==> config.mk <==
export PLATFORM = sky130hd
export DESIGN_NAME = mmio_requester
export DESIGN_NICKNAME = d
export VERILOG_FILES = /design/src/rtl/mmio_requester.sv
export SDC_FILE = /design/constraint.sdc
export NUM_CORES = 1
export LEC_CHECK = 0
export CORE_MARGIN = 3
export CORE_UTILIZATION = 30
export CTS_CLUSTER_DIAMETER = 100
export CTS_CLUSTER_SIZE = 8
export DETAILED_ROUTE_END_ITERATION = 8
export HOLD_SLACK_MARGIN = 0.02
export SKIP_CTS_REPAIR_TIMING = 1
export SLEW_MARGIN = 10
export SYNTH_ARGS = -nofsm -noshare
export SYNTH_HDL_FRONTEND = slang
export SYNTH_SLANG_ARGS = --single-unit
==> constraint.sdc <==
create_clock -name clk -period 3.15 [get_ports clk]
set_clock_uncertainty 0.2 [all_clocks]
set_input_delay 0.7875 -clock clk [delete_from_list [all_inputs] [get_ports clk]]
set_output_delay 0.7875 -clock clk [all_outputs]
set_load 0.05 [all_outputs]
==> src/rtl/mmio_requester.sv <==
// Host-side CCI-P MMIO initiator: issues one read or write at a time toward an AFU
// and matches the read response by TID, reporting timeout and TID-mismatch errors.
module mmio_requester #(
    parameter int TIMEOUT = 64,
    parameter int TID_W   = 9
) (
    input  logic             clk,
    input  logic             rst_n,
    input  logic             cmd_valid,
    output logic             cmd_ready,
    input  logic             cmd_write,
    input  logic [15:0]      cmd_addr,
    input  logic [63:0]      cmd_data,
    output logic             mmio_wr_valid,
    output logic             mmio_rd_valid,
    output logic [15:0]      mmio_addr,
    output logic [TID_W-1:0] mmio_tid,
    output logic [63:0]      mmio_data,
    input  logic             rsp_valid,
    input  logic [TID_W-1:0] rsp_tid,
    input  logic [63:0]      rsp_data,
    output logic             done,
    output logic             done_write,
    output logic [63:0]      rd_data,
    output logic             err_timeout,
    output logic             err_tid,
    output logic [7:0]       stray_cnt,
    output logic [1:0]       dbg_state
);
    // Command handshake: a command transfers on a rising edge where cmd_valid and
    // cmd_ready are both high; cmd_ready is registered and only high in IDLE.

    localparam int CNT_W = (TIMEOUT > 2) ? $clog2(TIMEOUT) : 1;
    localparam logic [CNT_W-1:0] CNT_LAST = CNT_W'(TIMEOUT - 1);

    typedef enum logic [1:0] {
        IDLE  = 2'd0,
        ISSUE = 2'd1,
        WAIT  = 2'd2
    } state_t;

    state_t            state;
    logic [TID_W-1:0]  tid;
    logic [CNT_W-1:0]  cnt;

    assign dbg_state = state;

    always_ff @(posedge clk) begin
        if (!rst_n) begin
            state         <= IDLE;
            tid           <= '0;
            cnt           <= '0;
            cmd_ready     <= 1'b0;
            mmio_wr_valid <= 1'b0;
            mmio_rd_valid <= 1'b0;
            mmio_addr     <= '0;
            mmio_tid      <= '0;
            mmio_data     <= '0;
            done          <= 1'b0;
            done_write    <= 1'b0;
            rd_data       <= '0;
            err_timeout   <= 1'b0;
            err_tid       <= 1'b0;
            stray_cnt     <= '0;
        end else begin
            // Request fields and completion flags are single-cycle; zero unless set below.
            mmio_wr_valid <= 1'b0;
            mmio_rd_valid <= 1'b0;
            mmio_addr     <= '0;
            mmio_tid      <= '0;
            mmio_data     <= '0;
            done          <= 1'b0;
            done_write    <= 1'b0;
            err_timeout   <= 1'b0;
            err_tid       <= 1'b0;

            if (rsp_valid && state != WAIT && stray_cnt != 8'hFF)
                stray_cnt <= stray_cnt + 8'd1;

            case (state)
                IDLE: begin
                    if (cmd_valid && cmd_ready) begin
                        cmd_ready     <= 1'b0;
                        mmio_wr_valid <= cmd_write;
                        mmio_rd_valid <= !cmd_write;
                        mmio_addr     <= cmd_addr;
                        mmio_tid      <= tid;
                        mmio_data     <= cmd_write ? cmd_data : 64'd0;
                        // Writes are posted: completion coincides with the request pulse.
                        done          <= cmd_write;
                        done_write    <= cmd_write;
                        state         <= ISSUE;
                    end else begin
                        cmd_ready <= 1'b1;
                    end
                end
                ISSUE: begin
                    if (mmio_wr_valid) begin
                        cmd_ready <= 1'b1;
                        state     <= IDLE;
                    end else begin
                        cnt   <= '0;
                        state <= WAIT;
                    end
                end
                WAIT: begin
                    if (rsp_valid) begin
                        rd_data   <= rsp_data;
                        err_tid   <= (rsp_tid != tid);
                        done      <= 1'b1;
                        tid       <= tid + 1'b1;
                        cmd_ready <= 1'b1;
                        state     <= IDLE;
                    end else if (cnt == CNT_LAST) begin
                        rd_data     <= '0;
                        err_timeout <= 1'b1;
                        done        <= 1'b1;
                        tid         <= tid + 1'b1;
                        cmd_ready   <= 1'b1;
                        state       <= IDLE;
                    end else begin
                        cnt <= cnt + 1'b1;
                    end
                end
                default: state <= IDLE;
            endcase
        end
    end
endmodule

==> results.txt, run 1 <==
----------------------------------------------------
[Clock tree]
  CTS tree ... done
  Clock transition at the registers of the reported paths ... 0.07 ns
  Root buffer cell ... clkbuf_16
  Clk sink count ... 184
  Worst-skew pair later-pin latency ... 0.42 ns
  Inserted Clock Buffers ... 17
  Bufs on Longest Clock Path ... 2
  Number of H-tree levels ... 4

[Synthesis]
  Most frequent cells after synthesis ... 184 x dfxtp_1, 67 x and3_1, 64 x a22o_1, 29 x and2_1, 18 x clkbuf_1
  Top post-synthesis cells by area ... dfxtp_1 62%, a22o_1 9.4%, and3_1 7.0%
  Most frequently used flop master after synthesis ... dfxtp_1
  Gate Count Post-Synth ... 523
  Syn Area/Cell ... 11.4 µm²
  Warnings from Yosys ... 0
  Mapped Nets ... 687
  Cell area after synthesis ... 5980 µm²
  Number of enable-type register cells in the synthesized netlist ... 0
  Biggest area consumer among synthesized cells ... dfxtp_1
  Share of the synthesized area in the top cell type ... 0.616
  Flops & latches, synth ... 184
  Asr flop ratio synth ... 0
  Fraction of the yosys area taken by sequential cells ... 0.616
  Most frequently used cell type in the post-synthesis netlist ... dfxtp_1
  Number of different library cells in the post-synthesis netlist ... 51

[GRT]
  Antenna violations before repair ... 0
  Largest net degree at the start of global routing ... 76
  Global Route Usage Sum ... 0.172
  Global-route wire length before repair ... 29,100 µm
  Vias in the first global route ... 5,111
  Global route overflow ... 0

[Detailed routing]
  Routed Antenna Nets ... 0
  TritonRoute pass-1 iters ... 4
  Routed wire length ... 19,000 µm
  Violation count after the first detailed-routing iteration ... 243
  DRC Markers ... 0
  Via density per instance ... 4.66
  Via Count ... 5,210
  Drt wl/cell ... 17.0 µm

[Critical path]
  Crit path max fanout ... 5
  WP data required ... 2.16 ns
  Crit start category ... flop
  Worst setup path category ... flop to output port
  Kind of end point of the critical path ... output port
  Crit path cell chain ... clkdlybuf4s50_1
  Crit path max-delay family ... buffers and inverters
  Worst endpoint data arrival time ... 1.69 ns
  Largest stage delay on the critical path ... 0.84 ns
  Max stage delay cell, worst path ... clkdlybuf4s50_1
  Combined buffer and inverter count along the critical path ... 1

[STA]
  Unrepaired setup endpoints after global routing ... false
  Highest clock rate ... 0.374 GHz
  Setup tns final ... 0 ns
  Pin slew with the least headroom to its limit ... 0.597 ns
  Worst rel slew slack ... 0.601
  Worst Setup Slack, final ... 0.474 ns
  Final Slew Violations ... 0
  Worst slack on hold paths ... 0.275 ns
  Hold violation count in the final report ... 0
  Minimum clock period ... 2.68 ns
  Fraction of the cycle the final worst path needs ... 0.849
  Final setup fails ... 0

[Place]
  Cell area reported after detailed placement ... 9530 µm²
  Detail Placement HPWL ... 14,200 µm
  Placement Setup Slack ... 0.421 ns
  Routability congestion estimate ... 0.804
  Count of input and output buffers ... 327

[Worst hold path]
  Worst hold path type ... flop to flop

[Cells and area]
  Share of final-layout standard cells stronger than drive strength 1 ... 0.0610
  Area grow syn2layout ... 68.9%
  Area of all placed cells without fillers ... 10,100 µm²
  Total inserted antenna cells ... 0
  Final net count ... 1,005

[Die]
  Total Die Area ... 21,700 µm²
  Number of top-level pins ... 328
  Die span in y ... 147 µm
  Initial Utilization ... 0.306
  Chip width ... 147 µm
  Std-Cell Core Area ... 19,500 µm²
  # rows ... 51

[Job]
  # Max-Cap Violations ... 0

[Power]
  Cell Pwr Density ... 530 nW/µm²
  Worst-case vdd ir drop ... 0.327 mV
  PnR Total Power ... 0.00536 W
  Static leakage power ... 3.98 nW

[Outcome]
  Result of the run ... completed

----------------------------------------------------
==> sequential cells by signal (all words and copies together) (netlist names) <==
name and count:
mmio_rd_valid 1, mmio_data 64, cmd_ready 1, cnt 6, dbg_state 2, done_write 1, mmio_addr 16, mmio_tid 9
err_timeout 1, err_tid 1, rd_data 64, tid 9, stray_cnt 8, done 1
==> worst paths after layout <==
path | cells after the start | slack (ns) | end | startpoint
max reg2reg | 7 | 0.91 | rd_data[20]$_SDFFE_PN0P_ | dbg_state[0]$_SDFFE_PN0P_
max | 1 | 0.47 | mmio_wr_valid | done_write$_SDFF_PN0_
min | 1 | 0.27 | rd_data[40]$_SDFFE_PN0P_ | rd_data[40]$_SDFFE_PN0P_
min reg2reg | 1 | 0.27 | rd_data[40]$_SDFFE_PN0P_ | rd_data[40]$_SDFFE_PN0P_
==> layout make-up <==
cell class | count | area, µm²
Fill cell | 1755 | 9420
Clock inverter | 12 | 116
Timing Repair Buffer | 334 | 3380
Tap cell | 265 | 332
Multi-Input combinational cell | 299 | 2120
Sequential cell | 184 | 3680
Inverter | 5 | 18.8
Clock buffer | 19 | 453
==> cells by family (layout without fill, tap and decap cells) <==
group / count (synthesis) / in the layout / share of synthesized area
flip-flops: 184 / 184 / 0.616
AND/OR/NAND/NOR: 162 / 162 / 0.164
AO/OA/AOI/OAI: 113 / 113 / 0.150
buffers and inverters: 40 / 370 / 0.0305
XOR/XNOR: 14 / 14 / 0.0205
adder cells (fa/ha/maj): 6 / 6 / 0.0125
multiplexers: 4 / 4 / 0.00669
==> through the flow <==
stage,std cells,utilization
2_1_floorplan,523,-
3_3_place_gp,1087,0.488
3_5_place_dp,1087,0.488
4_1_cts,1118,0.517
5_1_grt,1118,0.517
6_report,1118,0.517
==> power breakdown <==
group          leakage (nW)  internal [W]  switching, W  total [W]
clock network         0.277       0.00114      0.000918    0.00206
logic                  2.22      0.000383      0.000475   0.000858
registers              1.49       0.00240     0.0000390    0.00244
==> cell usage in the layout (no fill, tap or decap), types with 5 or more instances in the layout <==
master	n
dfxtp_1	184
nand2b_1	5
nand2_1	13
clkdlybuf4s50_1	327
xnor2_1	10
a22o_1	64
a21oi_1	13
nand3_1	10
and2_1	29
nand4_1	7
and3_1	66
clkbuf_16	17
ha_1	6
o31ai_1	5
o21ai_1	6
nor2_1	8
or4_1	5
==> layer usage <==
metal / share of wire / track usage / up-vias
met5: 0 / 0 / -
met4: 0.014 / 0.0513 / 0
met3: 0.096 / 0.0737 / 17
met2: 0.49 / 0.292 / 220
met1: 0.40 / 0.197 / 2447
li1: - / - / 2526
No activity file was read; power rests on OpenSTA's default activity.
==> inputs of run 2 (changes only) <==
==> constraint.sdc (replaced) <==
create_clock -name clk -period 2.7 [get_ports clk]
set_clock_uncertainty 0.2 [all_clocks]
set_input_delay 0.675 -clock clk [delete_from_list [all_inputs] [get_ports clk]]
set_output_delay 0.675 -clock clk [all_outputs]
set_load 0.05 [all_outputs]
==> results.txt, run 2 (same netlist as run 1, synthesis figures left out) <==
----------------------------------------------------
[Critical path]
  WP data required ... 1.82 ns (-0.34 ns)
  Crit path max fanout ... 7 (+2)
  Kind of end point of the critical path ... output port
  Max stage delay cell, worst path ... clkdlybuf4s50_1
  Worst setup path category ... flop to output port
  Combined buffer and inverter count along the critical path ... 1 (unchanged)
  Crit start category ... flop
  Largest stage delay on the critical path ... 0.84 ns (about the same)
  Crit path max-delay family ... buffers and inverters
  Worst endpoint data arrival time ... 1.71 ns (+0.02 ns)
  Crit path cell chain ... clkdlybuf4s50_1

[Cells and area]
  Commonest cells after routing, fill and taps aside ... 327 x clkdlybuf4s50_1, 184 x dfxtp_1, 66 x and3_1
  Final net count ... 1,011 (+0.60%)
  Largest registers ... mmio_data (64), rd_data (64), mmio_addr (16)
  Layout filler cell count ... 1,735 (-1.1%)
  Final core occ ... 0.522 (+0.00449)
  Number of non-filler instances in the completed layout ... 1,126 (+0.72%)
  Commonest non-fill, non-tap cell in the layout ... clkdlybuf4s50_1
  Area grow syn2layout ... 70.4%
  Share of final-layout standard cells stronger than drive strength 1 ... 0.0686 (+0.00764)

[Die]
  Chip width ... 147 µm (unchanged)
  Total Die Area ... 21,700 µm² (unchanged)
  # rows ... 51 (unchanged)
  Initial Utilization ... 0.306 (unchanged)
  Die span in y ... 147 µm (unchanged)
  Number of top-level pins ... 328 (unchanged)
  Std-Cell Core Area ... 19,500 µm² (unchanged)

[GRT]
  Global route overflow ... 0 (unchanged)
  Antenna violations before repair ... 1 (+1)
  Global-route wire length before repair ... 28,900 µm (-0.85%)
  Largest net degree at the start of global routing ... 66 (-13%)
  Vias in the first global route ... 5,198 (+1.7%)
  Global Route Usage Sum ... 0.171 (-0.000654)

[Clock tree]
  Root buffer cell ... clkbuf_16
  Number of H-tree levels ... 4 (unchanged)
  Inserted Clock Buffers ... 17 (unchanged)
  CTS tree ... done
  Clock transition at the registers of the reported paths ... 0.08 ns (about the same)
  Worst-skew pair later-pin latency ... 0.43 ns (about the same)
  Clk sink count ... 184 (unchanged)
  Bufs on Longest Clock Path ... 2 (unchanged)

[Detailed routing]
  Violation count after the first detailed-routing iteration ... 182 (-25%)
  Drt wl/cell ... 17.0 µm (about the same)
  Via Count ... 5,189 (-0.40%)
  Routed wire length ... 19,200 µm (+0.66%)
  Via density per instance ... 4.61 (-1.1%)
  Routed Antenna Nets ... 0 (unchanged)
  DRC Markers ... 0 (unchanged)
  TritonRoute pass-1 iters ... 4 (unchanged)

[STA]
  Unrepaired setup endpoints after global routing ... false
  Worst rel slew slack ... 0.601 (about the same)
  Hold violation count in the final report ... 0 (unchanged)
  Pin slew with the least headroom to its limit ... 0.597 ns (+0.000248 ns)
  Minimum clock period ... 2.59 ns
  Final Slew Violations ... 0 (unchanged)
  Fraction of the cycle the final worst path needs ... 0.959
  Highest clock rate ... 0.386 GHz
  Worst Setup Slack, final ... 0.112 ns (-0.363 ns)
  Setup tns final ... 0 ns (unchanged)
  Final setup fails ... 0 (unchanged)

[Power]
  Switching share of power ... 0.280 (+0.0127)
  Cell Pwr Density ... 625 nW/µm² (+18%)
  Relative contribution of combinational cells to total power ... 0.159 (about the same)
  Internal power contribution ... 0.00459 W (+17%)
  Clock network fraction of design power ... 0.395 (+0.011)
  Switching power of the nets ... 0.00178 W (+25%)
  PnR Total Power ... 0.00637 W (+19%)
  Static leakage power ... 4.03 nW (+1.2%)
  Worst-case vdd ir drop ... 0.372 mV (+14%)
  Part of the power in registers ... 0.446 (-0.010)

[Place]
  Placement Setup Slack ... 0.199 ns (-0.222 ns)
  Count of input and output buffers ... 327 (unchanged)
  Detail Placement HPWL ... 14,700 µm (+3.4%)
  Routability congestion estimate ... 0.854 (+6.2%)
  DP Cell Count ... 1,093 (+0.55%)

[Worst hold path]
  Worst hold path type ... flop to flop

[Outcome]
  Result of the run ... completed

[Job]
  # Max-Cap Violations ... 0 (unchanged)

----------------------------------------------------
## run 2: path summary, 6_finish.rpt
| kind | from | end | slack (ns) | depth (start not counted) |
|---|---|---|---|---|
| worst max-delay path | stray_cnt[3]$_SDFFE_PN0P_ | stray_cnt[3] | 0.11 | 1 |
| worst min-delay path | rd_data[22]$_SDFFE_PN0P_ | rd_data[22]$_SDFFE_PN0P_ | 0.27 | 1 |
| worst max register to register | dbg_state[0]$_SDFFE_PN0P_ | stray_cnt[5]$_SDFFE_PN0P_ | 0.52 | 6 |
| worst min register to register | rd_data[22]$_SDFFE_PN0P_ | rd_data[22]$_SDFFE_PN0P_ | 0.27 | 1 |
## run 2: layout make-up
class	instances	area (µm²)	share of cell area
Sequential cell	184	3680	0.361
Tap cell	265	332	0.0325
Antenna cell	1	2.50	0.000246
Clock buffer	17	425	0.0417
Multi-Input combinational cell	299	2120	0.208
Inverter	5	18.8	0.00184
Clock inverter	15	184	0.0180
Timing Repair Buffer	340	3420	0.336
## run 2: per-layer routing
| metal | GRT usage | share of wire | vias to the layer above |
|---|---|---|---|
| li1 | - | - | 2540 |
| met1 | 0.190 | 0.39 | 2395 |
| met2 | 0.289 | 0.49 | 235 |
| met3 | 0.0753 | 0.10 | 19 |
| met4 | 0.0648 | 0.020 | 0 |
| met5 | 0 | 0 | - |
## run 2: stage by stage
stage | instance area, µm² | hold WS (ns)
2_1_floorplan | 5980 | 0.273
3_3_place_gp | 9580 | 0.255
3_5_place_dp | 9580 | 0.254
4_1_cts | 10200 | 0.279
5_1_grt | 10200 | 0.289
6_report | 10200 | 0.274
## run 2: power groups by stage
stage / Sequential (W) / Combinational [W] / Clock (W)
after floorplan: 0.00321 / 0.000222 / 0
after global placement: 0.00291 / 0.00100 / 0
after detailed placement: 0.00291 / 0.00101 / 0
after CTS: 0.00285 / 0.00102 / 0.00260
after global routing: 0.00285 / 0.00107 / 0.00272
final: 0.00284 / 0.00101 / 0.00252
